<file path="src/rtl/rsa_exp_arbiter.sv">
// Two-channel arbiter/sequencer that time-shares a single mod_exp core.
// Accepts one request at a time (round-robin on ties), latches its operands,
// launches the core, waits under a watchdog and returns result or error to
// the owning channel.
module rsa_exp_arbiter #(
    parameter int unsigned K       = 7,
    parameter int unsigned EXP_W   = 7,
    parameter int unsigned TIMEOUT = 1023,
    parameter int unsigned TO_W    = 10
) (
    input  logic             clk,
    input  logic             rst,
    input  logic             req0,
    input  logic             req1,
    input  logic [EXP_W-1:0] exp0,
    input  logic [EXP_W-1:0] exp1,
    input  logic [K-1:0]     msg0,
    input  logic [K-1:0]     msg1,
    output logic             ack0,
    output logic             ack1,
    output logic             rdy0,
    output logic             rdy1,
    output logic [K-1:0]     res0,
    output logic [K-1:0]     res1,
    output logic             err0,
    output logic             err1,
    output logic             core_start,
    output logic [EXP_W-1:0] core_x,
    output logic [K-1:0]     core_y,
    input  logic [K-1:0]     core_z,
    input  logic             core_done,
    output logic             core_clr
);

    typedef enum logic [2:0] {
        S_IDLE,
        S_LAUNCH,
        S_WAIT,
        S_DELIVER,
        S_ABORT
    } state_t;

    state_t           state_q;
    logic             lsp_q;
    logic             owner_q;
    logic             zero_q;
    logic [TO_W-1:0]  wd_q;
    logic [1:0]       ack_q;
    logic [1:0]       rdy_q;
    logic [1:0]       err_q;
    logic [K-1:0]     res0_q;
    logic [K-1:0]     res1_q;
    logic [EXP_W-1:0] core_x_q;
    logic [K-1:0]     core_y_q;
    logic             core_start_q;
    logic             core_clr_q;

    logic             sel_c;
    logic [1:0]       sel_mask_c;
    logic [1:0]       owner_mask_c;
    logic [EXP_W-1:0] sel_exp_c;
    logic [K-1:0]     sel_msg_c;
    logic [TO_W-1:0]  wd_inc_c;
    logic             timeout_c;

    // Winner selection (lone requester wins, tie goes to the channel not served last) and watchdog compare
    always_comb begin
        sel_c = req1;
        if (req0 && req1) begin
            sel_c = ~lsp_q;
        end
        sel_mask_c   = sel_c ? 2'b10 : 2'b01;
        owner_mask_c = owner_q ? 2'b10 : 2'b01;
        sel_exp_c    = sel_c ? exp1 : exp0;
        sel_msg_c    = sel_c ? msg1 : msg0;
        wd_inc_c     = wd_q + TO_W'(1);
        timeout_c    = (wd_inc_c == TO_W'(TIMEOUT));
    end

    // Sequencer FSM; every pulse output is cleared each cycle unless re-asserted
    always_ff @(posedge clk or posedge rst) begin
        if (rst) begin
            state_q      <= S_IDLE;
            lsp_q        <= 1'b1;
            owner_q      <= 1'b0;
            zero_q       <= 1'b0;
            wd_q         <= '0;
            ack_q        <= '0;
            rdy_q        <= '0;
            err_q        <= '0;
            res0_q       <= '0;
            res1_q       <= '0;
            core_x_q     <= '0;
            core_y_q     <= '0;
            core_start_q <= 1'b0;
            core_clr_q   <= 1'b0;
        end else begin
            ack_q        <= '0;
            rdy_q        <= '0;
            err_q        <= '0;
            core_start_q <= 1'b0;
            core_clr_q   <= 1'b0;
            case (state_q)
                S_IDLE: begin
                    if (req0 || req1) begin
                        ack_q    <= sel_mask_c;
                        owner_q  <= sel_c;
                        lsp_q    <= sel_c;
                        core_x_q <= sel_exp_c;
                        core_y_q <= sel_msg_c;
                        if (sel_exp_c == '0) begin
                            // x^0 = 1: skip the core entirely
                            zero_q  <= 1'b1;
                            state_q <= S_DELIVER;
                        end else begin
                            core_start_q <= 1'b1;
                            state_q      <= S_LAUNCH;
                        end
                    end
                end
                S_LAUNCH: begin
                    wd_q    <= '0;
                    state_q <= S_WAIT;
                end
                S_WAIT: begin
                    if (core_done) begin
                        rdy_q <= owner_mask_c;
                        if (owner_q) begin
                            res1_q <= core_z;
                        end else begin
                            res0_q <= core_z;
                        end
                        state_q <= S_DELIVER;
                    end else if (timeout_c) begin
                        rdy_q      <= owner_mask_c;
                        err_q      <= owner_mask_c;
                        core_clr_q <= 1'b1;
                        if (owner_q) begin
                            res1_q <= '0;
                        end else begin
                            res0_q <= '0;
                        end
                        state_q <= S_ABORT;
                    end else begin
                        wd_q <= wd_inc_c;
                    end
                end
                S_DELIVER: begin
                    if (zero_q) begin
                        // Zero-exponent result is presented in a second DELIVER cycle
                        zero_q <= 1'b0;
                        rdy_q  <= owner_mask_c;
                        if (owner_q) begin
                            res1_q <= K'(1);
                        end else begin
                            res0_q <= K'(1);
                        end
                    end else begin
                        state_q <= S_IDLE;
                    end
                end
                S_ABORT: begin
                    state_q <= S_IDLE;
                end
                default: begin
                    state_q <= S_IDLE;
                end
            endcase
        end
    end

    assign ack0       = ack_q[0];
    assign ack1       = ack_q[1];
    assign rdy0       = rdy_q[0];
    assign rdy1       = rdy_q[1];
    assign err0       = err_q[0];
    assign err1       = err_q[1];
    assign res0       = res0_q;
    assign res1       = res1_q;
    assign core_start = core_start_q;
    assign core_clr   = core_clr_q;
    assign core_x     = core_x_q;
    assign core_y     = core_y_q;

endmodule
</file>
<file path="config.mk">
export PLATFORM = sky130hd
export DESIGN_NAME = rsa_exp_arbiter
export DESIGN_NICKNAME = d
export VERILOG_FILES = /design/src/rtl/rsa_exp_arbiter.sv
export SDC_FILE = /design/constraint.sdc
export NUM_CORES = 1
export LEC_CHECK = 0
export ABC_AREA = 1
export BUFFER_PORTS_ARGS = -buffer_cell sky130_fd_sc_hd__buf_2
export CAP_MARGIN = 10
export CORE_ASPECT_RATIO = 1.75
export CORE_MARGIN = 4
export CORE_UTILIZATION = 47
export DETAILED_ROUTE_END_ITERATION = 8
export HOLD_SLACK_MARGIN = 0.06
export PLACE_DENSITY_LB_ADDON = 0.05
export SLEW_MARGIN = 20
export SYNTH_ARGS = -nofsm -noshare
export SYNTH_HDL_FRONTEND = slang
export SYNTH_SLANG_ARGS = --single-unit
export TNS_END_PERCENT = 5
</file>
<file path="constraint.sdc">
create_clock -name clk -period 1.9 [get_ports clk]
set_input_delay 0.19 -clock clk [delete_from_list [all_inputs] [get_ports clk]]
set_output_delay 0.19 -clock clk [all_outputs]
set_load 0.02 [all_outputs]
</file>
==> Yosys cells after proc, flatten, opt, wreduce, memory -nomap -nowiden <==
Cells that the tools add are included.
{ "totals": {"reg_bits": 52} }
{ "op_classes": {"addsub": 1, "n_bitwise": 1, "n_eq_ne": 15, "n_mux": 45, "reduce_logical": 13} }
{ "op_table": {"columns": ["cell", "n"], "rows": [
  ["$mux 7", 14],
  ["$pmux 7 s2", 2],
  ["$mux 10", 2],
  ["$mux 2", 10],
  ["$ne 2x2->1 const B", 10],
  ["$pmux 10 s2", 1],
  ["$mux 3", 4],
  ["$pmux 3 s4", 1],
  ["$add 10x1->10 const B", 1],
  ["$eq 10x10->1 const B", 1],
  ["$reduce_and 5->1", 2],
  ["$mux 1", 9],
  ["$reduce_and 3->1", 3],
  ["$logic_not 7->1", 1],
  ["$eq 3x2->1 const B", 2],
  ["$reduce_bool 2->1", 3],
  ["$pmux 2 s2", 1],
  ["$eq 3x1->1 const B", 1],
  ["$logic_not 3->1", 1],
  ["$ne 3x3->1 const B", 1],
  ["$pmux 1 s2", 1],
  ["$reduce_and 2->1", 1],
  ["$logic_and 1x1->1", 1],
  ["$logic_or 1x1->1", 1],
  ["$not 1->1", 1]
]} }

==> Logic depth before layout (Yosys ltp) <==
{ "logic_depth": {"ltp_word": 7, "depth_mapped": 14} }

==> Least setup slack after synthesis <==
No wires, ideal clock.
{ "synth_path": {"kind": "register -> register", "startpoint": "register wd_q[0]", "endpoint": "register res0_q[0], in the netlist res0[0]", "arrival_ps": 1692, "stages_incl_launch_ff": 15, "setup_slack_ps": 91, "setup_time_ps": 117, "n_path_buf": 1, "synth_period_minus_slack_ps": 1809, "path_cell_list": "dfrtp_1 ha_1 nand2_2 inv_1 nand2_1 nand2_1 nor2_1 nand3_2 nor2_4 nand2_4 nand2_4 buf_8 nand2_4 nand2_1 nand2_1"} }
{ "synth_via": {"elab_chain_cells": 4} }
{ "synth_rtl": {"columns": ["item", "line_no", "rtl"], "rows": [
  ["start, declared", "47", "logic [TO_W-1:0] wd_q;"],
  ["start signal, assigned", "145", "wd_q <= wd_inc_c;"],
  ["$add 10x1->10", "76", "wd_inc_c = wd_q + TO_W'(1);"],
  ["$eq 10x10->1", "77", "timeout_c = (wd_inc_c == TO_W'(TIMEOUT));"],
  ["$ne 3x3->1 (no line)", null, null],
  ["$reduce_and 5->1 (no line)", null, null],
  ["end signal, assigned", "131", "res0_q <= core_z;"],
  ["end, declared", "51", "logic [K-1:0] res0_q;"]
]} }
Every way passes these cells.
A chain may end at the register's enable or synchronous reset.

==> Worst setup path in the final report <==
{ "layout_path": {"startpoint": "register wd_q[5]", "endpoint": "register wd_q[7]"} }
{ "layout_via": {"elab_chain_cells": 4, "elab_cells_between_ends": 7, "classes_between": "add/sub (1); eq/ne (2); mux (3); reduce/logical (1)"} }
{ "layout_rtl": {"columns": ["item", "line_no"], "rows": [
  ["$add 10x1->10 *", "76"],
  ["$eq 10x10->1 or $mux 10 (tied branches)", "77, 134"],
  ["$ne 2x2->1 (no line) or $mux 10 (tied branches)", null],
  ["$reduce_and 3->1 (no line) or $pmux 10 s2 (tied branches)", null]
]} }
Every way passes the cells marked *; elsewhere a longest branch is shown, timed or not. The select of a mux whose other input is x is not followed.

==> summary.md <==
| Metric | Value |
|---|---|
| FP Rows | `35` |
| First-pass GRT wire length | `10.3 mm` |
| R2R Setup Slk | `110 ps` |
| Ys flop type | `dfrtp_1` |
| FF/Latch Area | `1300 um^2` |
| Ys async rst share | `100%` |
| Max Fclk | `0.558 GHz` |
| NumNets Final | `481` |
| Post-Syn Area | `2650 um^2` |
| 1st-iter DRT viols | `109` |
| CTS tree | `built` |
| Clk_lat worst skew | `310 ps` |
| EDFF count, synth | `0` |
| Root buffer cell | `clkbuf_8` |
| Vias in the first global route | `2,327` |
| Antenna Cells | `0` |
| Tcrit/Tclk final | `94.3%` |
| RSZ-0062 raised after global routing | `true` |
| Slew Viols, Final | `0` |
| Syn. warnings | `0` |
| Ports | `76` |
| Port Buffers | `75` |
| CTS max path bufs | `2` |
| Least-Margin Pin Slew | `621 ps` |
| Layout cells sized above 1 | `26.9%` |
| Clock transition at path regs | `90 ps` |
| CTS Buf Count | `5` |
| Drt first pass iters | `4` |
| ANT nets after route | `0` |
| Min cycle time layout | `1790 ps` |
| CP arrival | `2040 ps` |
| Final Hold Fails | `0` |
| Worst Setup Start Kind | `register` |
| H-tree levels | `2` |
| Core Box Area | `5340 um^2` |
| Largest area contributor in the netlist | `dfrtp_1` |
| Max rail drop VDD | `0.000992 V` |
| # DRC | `0` |
| Die H | `107 um` |
| HP Class | `input port to register` |
| Drt via density | `4.79` |
| Largest net degree at the start of global routing | `30` |
| Avg WL per Cell | `12.1 um` |
| Static Leak | `1.86 nW` |
| Worst slew margin | `58.5%` |
| CTS Sinks | `52` |
| Register area share after synthesis | `49.2%` |
| Worst Path Max Fanout | `13` |
| Critical path required time | `2150 ps` |
| Net count after synthesis | `394` |
| Synth-to-layout area growth | `26.3%` |
| Crit Path Category | `register to register` |
| Post CTS Setup Buffer Count | `0` |
| Die ar. | `6940 um^2` |
| Initial core utilization | `49.5%` |
| Final core utilization | `62.5%` |
| Total Wirelength | `6.20 mm` |
| Worst setup EP type | `register` |
| Syn avg cell area | `7.51 um^2` |
| Synthesis-stage register bit count | `52` |
| Filler cells | `502` |
| Area of the multi-input gates | `1160 um^2` |
| GRT Util Overall | `18.6%` |
| Count leader, synth | `nand2_1` |
| Top cells by count, synth | `nand2_1 (116), dfrtp_1 (51), nor2_1 (45), nand3_1 (39), inv_1 (37)` |
| Layout Skew | `6.36 ps` |
| Grt ovf | `0` |
| Die width | `64.7 um` |
| Post-Synthesis Cells | `352` |
| GP Congestion | `0.850` |
| DP HPWL | `4.87 mm` |
| Status | `completed` |
| Synth area leaders | `dfrtp_1 (48%), nand2_1 (16%), nand3_1 (7.4%)` |
| PwrDens | `1360 nW/um^2` |
| Area share of the largest cell type after synthesis | `48.2%` |
| Synth cell types | `22` |
| Final setup viols | `0` |
| Tot Pwr | `4.53 mW` |
| Initial antenna violation count | `0` |
| Max-cap violations | `0` |
| Via Count | `2,455` |
## critical path: stages, from the launching register on
cell     delay (ps)
dfrtp_1         450
nand2_1         120
nor2_1          220
nand3_1         110
nand2_1          70
nand2_1         120
nor2_4          150
nand2_4          80
nand2_8         110
buf_12          150
nand3_1          80
nand2_1          90
## registers in the layout (all words and copies together), names as in the netlist, 2 cells and up
signal   count
state_q      3
core_x       7
rdy_q        2
wd_q        10
ack_q        2
res0         7
res1         7
core_y       7
err_q        2
## cell usage in the layout (no fill, tap or decap), types with 4 or more instances in the layout
| cell | n |
|---|---|
| clkbuf_8 | 5 |
| nor2_2 | 4 |
| nand3_1 | 39 |
| buf_2 | 75 |
| nor2_1 | 44 |
| inv_1 | 36 |
| buf_4 | 11 |
| dfrtp_1 | 51 |
| inv_2 | 4 |
| nand2_1 | 114 |
| nand2_2 | 4 |
| o21ai_0 | 29 |
## final timing paths
| kind | cells after the start | from | end |
|---|---|---|---|
| worst max-delay path | 11 | wd_q[5]$_DFFE_PP0P_ | wd_q[7]$_DFFE_PP0P_ |
| worst min-delay path | 3 | msg1[2] | core_y[2]$_DFFE_PP0P_ |
| worst max register to register | 11 | wd_q[5]$_DFFE_PP0P_ | wd_q[7]$_DFFE_PP0P_ |
| worst min register to register | 2 | lsp_q$_DFFE_PP1P_ | lsp_q$_DFFE_PP1P_ |
| max in group asynchronous | 4 | rst | wd_q[4]$_DFFE_PP0P_ |
| min in group asynchronous | 3 | rst | core_y[0]$_DFFE_PP0P_ |
## metrics by stage
stage	std cells	hold WS (ps)	cell area, um^2	setup WS (ps)	setup TNS, ps
detailed placement	505	258	3180	12.0	0
global route	513	163	3340	-44.2	-492
finish	513	157	3340	109	0
floorplan	352	378	2650	91.3	0
global placement	505	250	3180	72.5	0
CTS	513	153	3330	34.2	0
## power by group
part / total [mW] / switching (mW) / internal [mW] / leakage [nW]
clock network: 0.876 / 0.358 / 0.518 / 0.0642
logic: 1.96 / 1.31 / 0.652 / 1.12
registers: 1.70 / 0.197 / 1.50 / 0.676
## cells by family after synthesis
group,synth area share (%)
XOR/XNOR,0.331
flip-flops,49.2
adder cells (fa/ha/maj),0.946
AO/OA/AOI/OAI,6.15
buffers and inverters,7.71
AND/OR/NAND/NOR,35.6
## layer usage
metal | global-route usage, % | up-vias | share of wire, %
li1 | - | 1265 | -
met1 | 21.4 | 1113 | 40
met2 | 33.6 | 66 | 54
met3 | 2.73 | 11 | 4.3
met4 | 8.02 | 0 | 2.4
met5 | 0 | - | 0
## cell type report
class | instances | share of cell area (%)
inverters | 40 | 4.50
clock inverters | 2 | 1.80
clock buffers | 5 | 2.06
repair buffers | 89 | 15.2
multi-input cells | 251 | 34.7
flip-flops and latches | 52 | 39.0
well taps | 74 | 2.77
## what timing repair did
item                                   CTS  global route
gates resized for setup                  1             4
setup endpoints to repair                9            28
hold buffers                             1             0
endpoints found under the hold margin   22             0
No activity file was read; power rests on OpenSTA's default activity.
